**config.mk**
```make
export PLATFORM = sky130hd
export DESIGN_NAME = uart_rx_fifo
export DESIGN_NICKNAME = d
export VERILOG_FILES = /design/src/rtl/uart_pkg.sv /design/src/rtl/uart_rx_timeout.sv /design/src/rtl/uart_rx_fifo.sv
export SDC_FILE = /design/constraint.sdc
export NUM_CORES = 1
export LEC_CHECK = 0
export CAP_MARGIN = 30
export CORE_UTILIZATION = 28
export DETAILED_ROUTE_END_ITERATION = 6
export GPL_ROUTABILITY_DRIVEN = 0
export PLACE_DENSITY = 0.52
export SLEW_MARGIN = 10
export SYNTH_ARGS = -nofsm -noshare
export SYNTH_HDL_FRONTEND = slang
export SYNTH_SLANG_ARGS = --single-unit
```
**constraint.sdc**
```tcl
create_clock -name i_Clock -period 3.6 [get_ports i_Clock]
set_clock_uncertainty 0.05 [all_clocks]
set_input_delay 1.08 -clock i_Clock [delete_from_list [all_inputs] [get_ports i_Clock]]
set_output_delay 1.08 -clock i_Clock [all_outputs]
set_load 0.05 [all_outputs]
```
**src/rtl/uart_pkg.sv**
```systemverilog
// Shared definitions for the UART receive path: byte width, character-timeout
// length and the timeout state encoding.
package uart_pkg;
  localparam int BYTE_W            = 8;
  localparam int CHAR_TIMEOUT_BITS = 40;

  typedef enum logic [1:0] {
    TO_IDLE    = 2'd0,
    TO_COUNT   = 2'd1,
    TO_EXPIRED = 2'd2
  } to_state_t;
endpackage

```
**src/rtl/uart_rx_timeout.sv**
```systemverilog
// Character timeout: counts bit times while data waits in the FIFO and flags
// expiry after CHAR_TIMEOUT_BITS bit times with no restart event.
module uart_rx_timeout
  import uart_pkg::*;
(
  input  logic       i_Clock,
  input  logic       rst,
  input  logic       restart,
  input  logic       empty,
  input  logic [4:0] clks_per_bit,
  output logic       expired
);
  localparam logic [5:0] LAST_BIT = 6'(CHAR_TIMEOUT_BITS);

  to_state_t  state_q, state_d;
  logic [4:0] presc_q, presc_d;
  logic [5:0] bits_q, bits_d;
  logic [4:0] presc_max;

  // A programmed value of 0 behaves like 1 clock per bit.
  assign presc_max = (clks_per_bit == 5'd0) ? 5'd0 : clks_per_bit - 5'd1;
  assign expired   = (state_q == TO_EXPIRED);

  always_ff @(posedge i_Clock or posedge rst) begin
    if (rst) begin
      state_q <= TO_IDLE;
      presc_q <= '0;
      bits_q  <= '0;
    end else begin
      state_q <= state_d;
      presc_q <= presc_d;
      bits_q  <= bits_d;
    end
  end

  // empty is the occupancy after this cycle's FIFO update.
  always_comb begin
    state_d = state_q;
    presc_d = presc_q;
    bits_d  = bits_q;
    if (restart) begin
      presc_d = '0;
      bits_d  = '0;
      state_d = empty ? TO_IDLE : TO_COUNT;
    end else begin
      case (state_q)
        TO_IDLE: begin
          if (!empty) begin
            state_d = TO_COUNT;
            presc_d = '0;
            bits_d  = '0;
          end
        end
        TO_COUNT: begin
          if (empty) begin
            state_d = TO_IDLE;
          end else if (bits_q == LAST_BIT) begin
            state_d = TO_EXPIRED;
          end else if (presc_q >= presc_max) begin
            presc_d = '0;
            bits_d  = bits_q + 6'd1;
          end else begin
            presc_d = presc_q + 5'd1;
          end
        end
        TO_EXPIRED: begin
          if (empty) state_d = TO_IDLE;
        end
        default: state_d = TO_IDLE;
      endcase
    end
  end
endmodule

```
**src/rtl/uart_rx_fifo.sv**
```systemverilog
// Show-ahead receive FIFO behind the UART receiver with sticky overrun,
// fill-level interrupt and character timeout.
module uart_rx_fifo
  import uart_pkg::*;
#(
  parameter int DEPTH = 16,
  parameter int LEVEL = 8
) (
  input  logic                       i_Clock,
  input  logic                       rst,
  input  logic                       i_Rx_Done,
  input  logic [BYTE_W-1:0]          i_Rx_Byte,
  input  logic [4:0]                 i_Clks_Per_Bit,
  input  logic                       i_Rd_En,
  input  logic                       i_Flush,
  input  logic                       i_Clr_Ovr,
  output logic [BYTE_W-1:0]          o_Data,
  output logic                       o_Empty,
  output logic                       o_Full,
  output logic [$clog2(DEPTH):0]     o_Count,
  output logic                       o_Overrun,
  output logic                       o_Level_Irq,
  output logic                       o_Timeout
);
  localparam int AW = $clog2(DEPTH);
  localparam int CW = AW + 1;
  localparam logic [CW-1:0] DEPTH_C = CW'(DEPTH);
  localparam logic [CW-1:0] LEVEL_C = CW'(LEVEL);
  localparam logic [CW-1:0] ONE_C   = CW'(1);

  logic [BYTE_W-1:0] mem [DEPTH];
  logic [AW-1:0]     wr_ptr, rd_ptr;
  logic [CW-1:0]     count, count_nxt;
  logic              prev_done, strobe, rd_ok, wr_ok, ovr_set, restart;

  // Only the rising edge of the receiver strobe writes, so a long strobe
  // cannot duplicate a byte.
  assign strobe  = i_Rx_Done & ~prev_done;
  assign rd_ok   = i_Rd_En & (count != '0) & ~i_Flush;
  assign wr_ok   = strobe & ~i_Flush & ((count != DEPTH_C) | rd_ok);
  assign ovr_set = strobe & ~i_Flush & (count == DEPTH_C) & ~rd_ok;
  assign restart = i_Flush | wr_ok | rd_ok;

  always_comb begin
    count_nxt = count;
    if (i_Flush) begin
      count_nxt = '0;
    end else if (wr_ok && !rd_ok) begin
      count_nxt = count + ONE_C;
    end else if (rd_ok && !wr_ok) begin
      count_nxt = count - ONE_C;
    end
  end

  always_ff @(posedge i_Clock or posedge rst) begin
    if (rst) begin
      prev_done   <= 1'b0;
      wr_ptr      <= '0;
      rd_ptr      <= '0;
      count       <= '0;
      o_Empty     <= 1'b1;
      o_Full      <= 1'b0;
      o_Level_Irq <= 1'b0;
      o_Overrun   <= 1'b0;
    end else begin
      prev_done   <= i_Rx_Done;
      count       <= count_nxt;
      o_Empty     <= (count_nxt == '0);
      o_Full      <= (count_nxt == DEPTH_C);
      o_Level_Irq <= (count_nxt >= LEVEL_C);
      if (i_Flush) begin
        wr_ptr <= '0;
        rd_ptr <= '0;
      end else begin
        if (wr_ok) wr_ptr <= wr_ptr + AW'(1);
        if (rd_ok) rd_ptr <= rd_ptr + AW'(1);
      end
      // A fresh overrun beats a clear arriving in the same cycle.
      if (ovr_set) o_Overrun <= 1'b1;
      else if (i_Clr_Ovr) o_Overrun <= 1'b0;
    end
  end

  always_ff @(posedge i_Clock) begin
    if (wr_ok) mem[wr_ptr] <= i_Rx_Byte;
  end

  assign o_Data  = o_Empty ? '0 : mem[rd_ptr];
  assign o_Count = count;

  uart_rx_timeout u_timeout (
    .i_Clock      (i_Clock),
    .rst          (rst),
    .restart      (restart),
    .empty        (count_nxt == '0),
    .clks_per_bit (i_Clks_Per_Bit),
    .expired      (o_Timeout)
  );
endmodule

```
==> impl_metrics.env <==
export IMPL_status="finished clean"
export IMPL_synthTopCellsByCount="edfxtp_1, mux4_2, dfrtp_1"
export IMPL_rsz0062_at_grt="yes"
export IMPL_leakagePower_nw=3.188
export IMPL_slew_headroom_pct=60.12
export IMPL_internal_power_w=0.003707
export IMPL_synth_adder_area_share_pct=3.135
export IMPL_path_class="flop to output port"
export IMPL_port_buffers=36
export IMPL_crit_family="multiplexers"
export IMPL_use_met1_pct=16.24
export IMPL_cts_path_max_buffers=2
export IMPL_holdBufCountCts=0
export IMPL_synth_top_area_share_pct=53.51
export IMPL_async_flop_share_pct=19.50
export IMPL_hpwl_um=10520
export IMPL_post_drt_wl_per_cell_um=18.51
export IMPL_synth_edff_count=128
export IMPL_drive_gt1_share_pct=29.30
export IMPL_worstPathMaxFanout=7
export IMPL_start_kind="flop"
export IMPL_combinationalPowerShare_pct=28.4
export IMPL_endpoint_kind="output port"
export IMPL_synth_xor_area_share_pct=0.8535
export IMPL_finalCritPeriodShare_pct=98.56
export IMPL_power_density_nw_per_um2=607.8
export IMPL_cp_num_buf_inv=3
export IMPL_place_ws_ns=-0.3569
export IMPL_synth_most_common_cell="edfxtp_1"
export IMPL_die_h_um=162.2
export IMPL_setup_viol=0
export IMPL_cts_tree="built"
export IMPL_synth_cells=448
export IMPL_synthMuxAreaShare_pct=12.82
export IMPL_whs_ns=0.4573
export IMPL_fin_ws_ns=0.05171
export IMPL_cp_slowest_stage_delay_ns=0.51
export IMPL_worst_slew_pin_transition_ns=0.5982
export IMPL_crit_chain="buf_12, buf_12, mux4_2, mux4_2, nor2b_4, buf_6"
export IMPL_grt_use_met2_pct=21.83
export IMPL_synth_simple_gate_area_share_pct=9.841
export IMPL_finalHoldViolations=0
export IMPL_worstPathRequired_ns=2.47
export IMPL_max_freq_ghz=0.2818
export IMPL_placed_area_um2=8298
export IMPL_die_w_um=162.2
export IMPL_grt_pass1_wl_um=24830
export IMPL_synth_top_area_cell="edfxtp_1"
export IMPL_syn_area_per_cell_um2=16.03
export IMPL_ctsHtreeMaxLevel=4
export IMPL_cpMaxStageDelayCell="mux4_2"
export IMPL_wl_um=16220
export IMPL_synth_seq_area_share_pct=64.33
export IMPL_clk_pin_slew_ns=0.07
export IMPL_maxCapViolations=0
export IMPL_grt_use_met3_pct=2.988
export IMPL_power_switching_w=0.001843
export IMPL_clkPwrFrac_pct=32.6
export IMPL_n_antenna_cell=0
export IMPL_cp_arrival_ns=2.42
export IMPL_grt_max_degree=36
export IMPL_syn_cell_area_um2=7183
export IMPL_dr_pass1_iters=4
export IMPL_syn_to_final_growth_pct=27.12
export IMPL_first_global_vias=4235
export IMPL_switching_share_pct=33.20
export IMPL_fp_dieArea_um2=26300
export IMPL_seq_power_share_pct=39.0
export IMPL_overflow=0
export IMPL_finalCriticalPeriod_ns=3.548
export IMPL_rows=58
export IMPL_slew_violations=0
export IMPL_synth_compound_area_share_pct=6.654
export IMPL_antenna_found_initial=0
export IMPL_grtUsageTotal_pct=12.91
export IMPL_final_nets=570
export IMPL_hp_class="flop to flop"
export IMPL_via_per_inst=4.732
export IMPL_ant_nets=0
export IMPL_drc=0
export IMPL_yosys_warnings=0
export IMPL_root_buffer="clkbuf_16"
export IMPL_synth_top_family_by_area="multiplexers"
export IMPL_irDropWorstVdd_mv=0.2600
export IMPL_drtIter0Drc=424
export IMPL_cts_sinks=159
export IMPL_ios=37
export IMPL_synth_distinct_cells=60
export IMPL_top_usage_layer="met2"
export IMPL_fin_setup_tns_ns=0
export IMPL_syn_num_nets=485
export IMPL_ys_seq_elements=159
export IMPL_coreArea_um2=25180
export IMPL_synthFlopType="edfxtp_1"
export IMPL_synthTopCellsByArea="edfxtp_1, mux4_2, dfrtp_1"
export IMPL_initial_core_util_pct=28.53
export IMPL_cts_made_buffers=17
export IMPL_clock_latency_ns=0.42
export IMPL_design_area_um2=9131
export IMPL_dr_total_vias=4145
## cells by family (layout without fill, tap and decap cells)
family	Yosys count	in the layout
and+or+nand+nor	124	124
muxes	42	42
AOI/OAI and AO/OA	59	59
DFF	159	159
buffers and inverters	39	137
xor gates and xnor gates	7	7
adders and majority gates	18	18
## what timing repair did
item | CTS | global route
gates resized for setup | 6 | 29
buffers inserted | 2 | 1
gates cloned | 0 | 3
setup endpoints to repair | 8 | 14
## routing by layer
layer	wire length (µm)	up-vias	share of wire, %
met5	0	-	0
met4	174	0	1.1
met3	494	11	3.0
met2	8282	61	51
met1	7265	2143	45
li1	-	1930	-
## sequential cells by signal, summed over array words and instances (netlist names)
register	count
mem	128
u_timeout.bits_q	6
o_Count	5
u_timeout.presc_q	5
rd_ptr	4
wr_ptr	4
u_timeout.state_q	2
o_Empty	1
o_Full	1
o_Level_Irq	1
o_Overrun	1
prev_done	1
## final timing paths
kind                       startpoint                   end  slack (ns)  cells after the start
min reg2reg                 o_Overrun             o_Overrun        0.46                      2
max reg2reg                o_Count[1]  u_timeout.presc_q[3]        0.49                      9
max in group asynchronous         rst               o_Empty        1.86                      3
min                         o_Overrun             o_Overrun        0.46                      2
min in group asynchronous         rst           o_Level_Irq        0.92                      2
max                         rd_ptr[0]             o_Data[6]        0.05                      6
## worst min-delay path, cell delays in order, from the launching register on
cell      delay (ns)
dfrtp_1         0.35
nand2b_1        0.06
o41ai_1         0.06
## metrics by stage
stage / std cells / power (W) / util, %
floorplan: 448 / 0.003211 / -
global placement: 838 / 0.003628 / 32.95
detailed placement: 838 / 0.003646 / 32.95
CTS: 872 / 0.005492 / 35.53
global route: 876 / 0.005805 / 36.26
finish: 876 / 0.005550 / 36.26
## cell usage in the layout (no fill, tap or decap), types with 12 or more instances in the layout
| cell type | netlist | layout |
|---|---|---|
| nand2_1 | 17 | 17 |
| ha_1 | 18 | 18 |
| clkdlybuf4s50_1 | 0 | 28 |
| mux4_2 | 40 | 40 |
| dfrtp_1 | 30 | 29 |
| buf_4 | 0 | 35 |
| buf_12 | 0 | 13 |
| a21oi_1 | 14 | 13 |
| edfxtp_1 | 128 | 128 |
| nor2_1 | 21 | 21 |
| clkbuf_16 | 0 | 19 |
| and2_1 | 12 | 12 |
| inv_1 | 18 | 18 |
## power by group through the flow
stage / logic, W / clock network [W] / registers (W)
5_1_grt: 0.00171 / 0.00192 / 0.00218
4_1_cts: 0.00148 / 0.00185 / 0.00215
3_3_place_gp: 0.00144 / 0 / 0.00219
2_1_floorplan: 0.000960 / 0 / 0.00225
6_report: 0.00158 / 0.00181 / 0.00216
3_5_place_dp: 0.00145 / 0 / 0.00220
## final cells by class
| class | count | area [µm²] |
|---|---|---|
| timing repair buffer | 87 | 954.7 |
| clock buffer | 17 | 425.4 |
| fill | 2385 | 16050 |
| inverter | 18 | 67.56 |
| sequential | 159 | 4622 |
| tap | 330 | 412.9 |
| multi-input combinational | 250 | 2464 |
| clock inverter | 15 | 185.2 |
No activity file was read; power rests on OpenSTA's default activity.
